## config.mk

```make
export PLATFORM = sky130hd
export DESIGN_NAME = palette_arbiter_flat
export DESIGN_NICKNAME = d
export VERILOG_FILES = /design/src/rtl/palette_arbiter_if.sv /design/src/rtl/palette_arbiter.sv /design/src/flat_wrapper.sv
export SDC_FILE = /design/constraint.sdc
export NUM_CORES = 1
export LEC_CHECK = 0
export ABC_AREA = 1
export CORE_ASPECT_RATIO = 1.75
export CORE_UTILIZATION = 35
export CTS_BUF_LIST = sky130_fd_sc_hd__clkbuf_4 sky130_fd_sc_hd__clkbuf_8 sky130_fd_sc_hd__clkbuf_16
export CTS_CLUSTER_SIZE = 14
export DETAILED_ROUTE_END_ITERATION = 7
export GPL_TIMING_DRIVEN = 1
export SYNTH_ARGS = -nofsm -noshare
export SYNTH_HDL_FRONTEND = slang
export SYNTH_SLANG_ARGS = --single-unit
```

## constraint.sdc

```tcl
create_clock -name iClk -period 3.1 [get_ports iClk]
set_input_delay 0.775 -clock iClk [delete_from_list [all_inputs] [get_ports iClk]]
set_output_delay 0.775 -clock iClk [all_outputs]
set_load 0.005 [all_outputs]
```

## src/rtl/palette_arbiter_if.sv

```systemverilog
// Video, config and RAM-side signals of palette_arbiter, grouped as one bus.
// The arbiter uses the slave modport; the environment driving it uses master.
interface palette_arbiter_if #(
    parameter int unsigned ADDR_W = 4,
    parameter int unsigned DATA_W = 12
);
    logic              iVidReq;
    logic [ADDR_W-1:0] iVidAddr;
    logic              oVidValid;
    logic [DATA_W-1:0] oVidData;
    logic              iCfgReq;
    logic              iCfgWe;
    logic [ADDR_W-1:0] iCfgAddr;
    logic [DATA_W-1:0] iCfgWdata;
    logic              oCfgAck;
    logic [DATA_W-1:0] oCfgRdata;
    logic              oCfgStarve;
    logic              oMemEn;
    logic              oMemWe;
    logic [ADDR_W-1:0] oMemAddr;
    logic [DATA_W-1:0] oMemWdata;
    logic [DATA_W-1:0] iMemRdata;

    modport slave (
        input  iVidReq, iVidAddr, iCfgReq, iCfgWe, iCfgAddr, iCfgWdata, iMemRdata,
        output oVidValid, oVidData, oCfgAck, oCfgRdata, oCfgStarve,
        output oMemEn, oMemWe, oMemAddr, oMemWdata
    );

    modport master (
        output iVidReq, iVidAddr, iCfgReq, iCfgWe, iCfgAddr, iCfgWdata, iMemRdata,
        input  oVidValid, oVidData, oCfgAck, oCfgRdata, oCfgStarve,
        input  oMemEn, oMemWe, oMemAddr, oMemWdata
    );
endinterface

```

## src/rtl/palette_arbiter.sv

```systemverilog
// Shares a single-port palette RAM between pipelined video reads (always win)
// and a req/ack configuration port that is served only in video-idle cycles.
module palette_arbiter #(
    parameter int unsigned ADDR_W   = 4,
    parameter int unsigned DATA_W   = 12,
    parameter int unsigned MAX_WAIT = 16
) (
    input  logic             iClk,
    input  logic             iRst_n,
    palette_arbiter_if.slave bus
);
    typedef enum logic [1:0] {CfgIdle, CfgRdWait, CfgAck} cfg_state_e;
    typedef enum logic [1:0] {TagNone, TagVid, TagCfg} tag_e;

    cfg_state_e        state_q, state_d;
    tag_e              tag1_q, tag1_d, tag2_q, tag2_d;
    logic              mem_en_q, mem_en_d, mem_we_q, mem_we_d;
    logic [ADDR_W-1:0] mem_addr_q, mem_addr_d;
    logic [DATA_W-1:0] mem_wdata_q, mem_wdata_d;
    logic              vid_valid_q, vid_valid_d;
    logic [DATA_W-1:0] vid_data_q, vid_data_d;
    logic              cfg_ack_q, cfg_ack_d;
    logic [DATA_W-1:0] cfg_rdata_q, cfg_rdata_d;
    logic [7:0]        stall_q, stall_d;
    logic              starve_q, starve_d;
    logic              vid_gnt, cfg_gnt;

    always_comb begin
        vid_gnt = bus.iVidReq;
        cfg_gnt = ~bus.iVidReq & bus.iCfgReq & (state_q == CfgIdle);

        mem_en_d    = vid_gnt | cfg_gnt;
        mem_we_d    = cfg_gnt & bus.iCfgWe;
        mem_addr_d  = mem_addr_q;
        mem_wdata_d = mem_wdata_q;
        if (vid_gnt) begin
            mem_addr_d = bus.iVidAddr;
        end else if (cfg_gnt) begin
            mem_addr_d  = bus.iCfgAddr;
            mem_wdata_d = bus.iCfgWdata;
        end

        // Tag follows each read until the RAM data it belongs to arrives
        tag1_d = TagNone;
        if (vid_gnt) begin
            tag1_d = TagVid;
        end else if (cfg_gnt && !bus.iCfgWe) begin
            tag1_d = TagCfg;
        end
        tag2_d = tag1_q;

        vid_valid_d = (tag2_q == TagVid);
        vid_data_d  = vid_valid_d ? bus.iMemRdata : vid_data_q;

        state_d     = state_q;
        cfg_ack_d   = 1'b0;
        cfg_rdata_d = cfg_rdata_q;
        unique case (state_q)
            CfgIdle: begin
                if (cfg_gnt) begin
                    if (bus.iCfgWe) begin
                        state_d   = CfgAck;
                        cfg_ack_d = 1'b1;
                    end else begin
                        state_d = CfgRdWait;
                    end
                end
            end
            CfgRdWait: begin
                if (tag2_q == TagCfg) begin
                    state_d     = CfgAck;
                    cfg_ack_d   = 1'b1;
                    cfg_rdata_d = bus.iMemRdata;
                end
            end
            CfgAck:  state_d = CfgIdle;
            default: state_d = CfgIdle;
        endcase

        stall_d = stall_q;
        if (cfg_gnt || !bus.iCfgReq) begin
            stall_d = 8'd0;
        end else if (state_q == CfgIdle && stall_q != 8'd255) begin
            stall_d = stall_q + 8'd1;
        end
        starve_d = (stall_q >= 8'(MAX_WAIT));
    end

    always_ff @(posedge iClk or negedge iRst_n) begin
        if (!iRst_n) begin
            state_q     <= CfgIdle;
            tag1_q      <= TagNone;
            tag2_q      <= TagNone;
            mem_en_q    <= 1'b0;
            mem_we_q    <= 1'b0;
            mem_addr_q  <= '0;
            mem_wdata_q <= '0;
            vid_valid_q <= 1'b0;
            vid_data_q  <= '0;
            cfg_ack_q   <= 1'b0;
            cfg_rdata_q <= '0;
            stall_q     <= 8'd0;
            starve_q    <= 1'b0;
        end else begin
            state_q     <= state_d;
            tag1_q      <= tag1_d;
            tag2_q      <= tag2_d;
            mem_en_q    <= mem_en_d;
            mem_we_q    <= mem_we_d;
            mem_addr_q  <= mem_addr_d;
            mem_wdata_q <= mem_wdata_d;
            vid_valid_q <= vid_valid_d;
            vid_data_q  <= vid_data_d;
            cfg_ack_q   <= cfg_ack_d;
            cfg_rdata_q <= cfg_rdata_d;
            stall_q     <= stall_d;
            starve_q    <= starve_d;
        end
    end

    assign bus.oMemEn     = mem_en_q;
    assign bus.oMemWe     = mem_we_q;
    assign bus.oMemAddr   = mem_addr_q;
    assign bus.oMemWdata  = mem_wdata_q;
    assign bus.oVidValid  = vid_valid_q;
    assign bus.oVidData   = vid_data_q;
    assign bus.oCfgAck    = cfg_ack_q;
    assign bus.oCfgRdata  = cfg_rdata_q;
    assign bus.oCfgStarve = starve_q;
endmodule
```

## src/flat_wrapper.sv

```systemverilog
// flat-port wrapper written by rule: the top's interface ports become plain ports
module palette_arbiter_flat 
#(
    parameter int unsigned ADDR_W   = 4,
    parameter int unsigned DATA_W   = 12,
    parameter int unsigned MAX_WAIT = 16
)
  (iClk, iRst_n, bus_iVidReq, bus_iVidAddr, bus_iCfgReq, bus_iCfgWe, bus_iCfgAddr, bus_iCfgWdata, bus_iMemRdata, bus_oVidValid, bus_oVidData, bus_oCfgAck, bus_oCfgRdata, bus_oCfgStarve, bus_oMemEn, bus_oMemWe, bus_oMemAddr, bus_oMemWdata);
  palette_arbiter_if #(.ADDR_W(ADDR_W), .DATA_W(DATA_W)) bus_i ();
  input  logic iClk;
  input  logic iRst_n;
  input wire logic [$bits(bus_i.iVidReq)-1:0] bus_iVidReq;
  input wire logic [$bits(bus_i.iVidAddr)-1:0] bus_iVidAddr;
  input wire logic [$bits(bus_i.iCfgReq)-1:0] bus_iCfgReq;
  input wire logic [$bits(bus_i.iCfgWe)-1:0] bus_iCfgWe;
  input wire logic [$bits(bus_i.iCfgAddr)-1:0] bus_iCfgAddr;
  input wire logic [$bits(bus_i.iCfgWdata)-1:0] bus_iCfgWdata;
  input wire logic [$bits(bus_i.iMemRdata)-1:0] bus_iMemRdata;
  output wire logic [$bits(bus_i.oVidValid)-1:0] bus_oVidValid;
  output wire logic [$bits(bus_i.oVidData)-1:0] bus_oVidData;
  output wire logic [$bits(bus_i.oCfgAck)-1:0] bus_oCfgAck;
  output wire logic [$bits(bus_i.oCfgRdata)-1:0] bus_oCfgRdata;
  output wire logic [$bits(bus_i.oCfgStarve)-1:0] bus_oCfgStarve;
  output wire logic [$bits(bus_i.oMemEn)-1:0] bus_oMemEn;
  output wire logic [$bits(bus_i.oMemWe)-1:0] bus_oMemWe;
  output wire logic [$bits(bus_i.oMemAddr)-1:0] bus_oMemAddr;
  output wire logic [$bits(bus_i.oMemWdata)-1:0] bus_oMemWdata;
  assign bus_i.iVidReq = bus_iVidReq;
  assign bus_i.iVidAddr = bus_iVidAddr;
  assign bus_i.iCfgReq = bus_iCfgReq;
  assign bus_i.iCfgWe = bus_iCfgWe;
  assign bus_i.iCfgAddr = bus_iCfgAddr;
  assign bus_i.iCfgWdata = bus_iCfgWdata;
  assign bus_i.iMemRdata = bus_iMemRdata;
  assign bus_oVidValid = bus_i.oVidValid;
  assign bus_oVidData = bus_i.oVidData;
  assign bus_oCfgAck = bus_i.oCfgAck;
  assign bus_oCfgRdata = bus_i.oCfgRdata;
  assign bus_oCfgStarve = bus_i.oCfgStarve;
  assign bus_oMemEn = bus_i.oMemEn;
  assign bus_oMemWe = bus_i.oMemWe;
  assign bus_oMemAddr = bus_i.oMemAddr;
  assign bus_oMemWdata = bus_i.oMemWdata;
  palette_arbiter #(.ADDR_W(ADDR_W), .DATA_W(DATA_W), .MAX_WAIT(MAX_WAIT)) u_core (.iClk(iClk), .iRst_n(iRst_n), .bus(bus_i));
endmodule
```

==> results.cfg <==
[critical_path]
cp_slowest_cell = clkdlybuf4s50_1
r2r_start = u_core.state_q[1]$_DFFE_PN0P_
r2r-end = u_core.stall_q[5]$_DFFE_PN0P_
cp_top_family = buffers and inverters
cp_cell_sequence = clkdlybuf4s50_1
r2r_slack_ps = 1620
reg2regPathDepth = 6
worstPathArrival_ps = 1190
cp-start-kind = register
worst_setup_path_end_kind = output pin
path_class = reg2out
max_stage_delay_ps = 510
cp_max_fo = 2
cp_num_buf_inv = 1
worstPathRequired_ps = 2320

[synthesis]
yosys.area_share.simple_pct = 25.81
synthAdderAreaFrac_pct = 1.035
ys_ff_latch = 59
synth_xor_area_share_pct = 0.7243
synth-compound-area-share_pct = 5.587
muxShareOfSynthArea_pct = 0
yosys_warnings = 0
synth_top_family_by_area = simple AND/OR/NAND/NOR gates
syn_avg_cell_area_um2 = 9.058
ys_seq_area_share_pct = 61.05
synth_cells = 267
synth_area_um2 = 2419
synth_nets = 306
synth.distinct_cells = 19

[placement]
dp_slack_ps = 777.8
globalplace.congestion = 0.7297
dp_hpwl_um = 3810
placed_area_um2 = 3307
dpl.cell_count = 426
port-buffer-count = 81

[floorplanning]
rows = 39
die_w_um = 64.84
placeableCoreArea_um2 = 6588
start_util_pct = 36.71
num_io_pins = 82
die_y_um = 112.0
die-area_um2 = 7260

[sta]
max_freq_ghz = 0.5089
tightest_slew_ps = 644.8
relSlewSlack_pct = 56.96
drv_slew = 0
finalHoldViolations = 0
period_minus_slack_ps = 1965
setup_viol = 0
clock-skew-final_ps = 4.884
rsz0062_at_grt = false
setup_tns_ps = 0
hold_ws_ps = 349.2
finalCritPeriodShare_pct = 63.38
layout_setup_ws_ps = 1135

[final_layout]
area_delta_synth_final_pct = 49.87
nets = 394
instances_no_fill = 442
multi_input_area_um2 = 802.0
antenna_cells = 0
fillers = 596
final_area_um2 = 3625
drive_gt1_share_pct = 8.333
register_area_um2 = 1476
postLayoutCoreUtil_pct = 55.02

[clock_network]
cts.repair.resized = 0
numCtsBuffers = 9
path_clk_slew_ps = 50
cts_sinks = 59
cts_buffer_depth = 2
cts_tree = done
clockRootBuffer = clkbuf_16
insertion_delay_ps = 310
hold_buffers = 0
htreeDepth = 3
post_cts_buffers = 0

[run]
cap_viol_max_count = 0

[run_status]
status = complete, no violations

[routing]
final_antenna_net_count = 0
vias = 1993
drc_errors = 0
drtIter0Drc = 66
drt_first_pass_iters = 4
wire_per_inst_um = 11.67
wl_um = 5158
viasPerCell = 4.509

[hold_path]
hold_path.startpoint = u_core.tag1_q[1]$_DFF_PN0_
hold_path_depth = 0
min_to = u_core.tag2_q[1]$_DFF_PN0_
min_path_type = reg2reg

[pwr]
pwr_density_cell_nw_per_um2 = 810.0
power_mw = 2.936
vdd_drop_max_uv = 524.7
p_leak_nw = 1.775

[grt]
first_global_vias = 1948
antenna_found_initial = 0
grt_max_degree = 27
grtUsageTotal_pct = 15.90
grt_pass1_wl_um = 8783
gr-total-overflow = 0
worst reg2reg max path, cell delays in order, from the launching register on:
cell     delay [ps]
dfrtp_1         400
nor2_2          240
nand3_2         340
nand2_1         220
nor2_4           70
nand2_1          60
nand2_1          40
worst max-delay path by stage:
stage,to,start,cells past startpoint,slack (ps)
after floorplan,u_core.bus.oMemWdata[10]$_DFFE_PN0P_,bus_iVidReq,6,1700
after global placement,u_core.stall_q[7]$_DFFE_PN0P_,bus_iVidReq,7,830
after detailed placement,u_core.stall_q[5]$_DFFE_PN0P_,bus_iVidReq,7,780
after CTS,u_core.stall_q[5]$_DFFE_PN0P_,bus_iVidReq,7,1110
after global routing,u_core.stall_q[3]$_DFFE_PN0P_,bus_iVidReq,7,1000
final,bus_oCfgRdata[10],u_core.bus.oCfgRdata[10]$_DFFE_PN0P_,1,1140
layout make-up:
cell class | count | share of cell area [%]
Clock buffer | 11 | 6.628
Clock inverter | 5 | 2.140
Multi-Input combinational cell | 174 | 22.13
Timing Repair Buffer | 83 | 22.64
Sequential cell | 59 | 40.73
Inverter | 28 | 2.900
Tap cell | 82 | 2.831
per-layer routing:
layer	wire (um)	global-route usage, %	up-vias
met2	2765	27.36	53
met5	0	0	-
met4	81	8.148	0
li1	-	-	1005
met3	211	3.996	4
met1	2099	17.58	931
cells by family (layout without fill, tap and decap cells):
group / after synthesis / in the layout
adders and majority gates: 2 / 2
xor gates and xnor gates: 2 / 2
buffers and inverters: 34 / 127
and+or+nand+nor: 143 / 143
DFF: 59 / 59
AOI/OAI and AO/OA: 27 / 27
registers in the layout, indices dropped and copies added (netlist names), 2 cells and up:
signal                flops
u_core.tag1_q             2
u_core.bus.oVidData      12
u_core.bus.oCfgRdata     12
u_core.tag2_q             2
u_core.bus.oMemAddr       4
u_core.stall_q            8
u_core.state_q            2
u_core.bus.oMemWdata     12
synth_stat cells:
master	instances	area, um2
nand3_2	2	20.02
inv_2	1	3.750
nor2_2	3	18.77
nand2_2	2	12.51
nand3_1	14	70.07
o21ai_0	15	75.07
nand4_1	2	12.51
buf_6	1	11.26
o21ai_1	12	60.06
clkbuf_1	1	3.750
nor2_8	2	40.04
nor2_4	1	11.26
dfrtp_1	59	1476
nor2_1	15	56.30
inv_1	27	101.4
buf_2	4	20.02
xor2_1	2	17.52
ha_1	2	25.02
nand2_1	102	382.9
cells in the final DEF, fill, tap and decap left out:
cell type | Yosys | layout
o21ai_1 | 12 | 12
nand3_2 | 2 | 2
nand4_1 | 2 | 2
inv_1 | 27 | 27
bufinv_16 | 0 | 2
buf_4 | 0 | 2
buf_2 | 4 | 1
clkinvlp_4 | 0 | 1
clkbuf_4 | 0 | 2
ha_1 | 2 | 2
nand2_2 | 2 | 2
xor2_1 | 2 | 2
inv_2 | 1 | 1
o21ai_0 | 15 | 15
clkbuf_16 | 0 | 9
nand3_1 | 14 | 14
nand2_1 | 102 | 102
nor2_8 | 2 | 2
nor2_1 | 15 | 15
dfrtp_1 | 59 | 59
clkinv_2 | 0 | 2
nor2_2 | 3 | 3
nor2_4 | 1 | 1
clkdlybuf4s50_1 | 0 | 80
power by group:
group	total, mW	internal (mW)	switching (mW)
sequential	1.11	0.986	0.119
clock	1.04	0.717	0.319
combinational	0.794	0.470	0.324
Power figures use the tool's default switching activity.
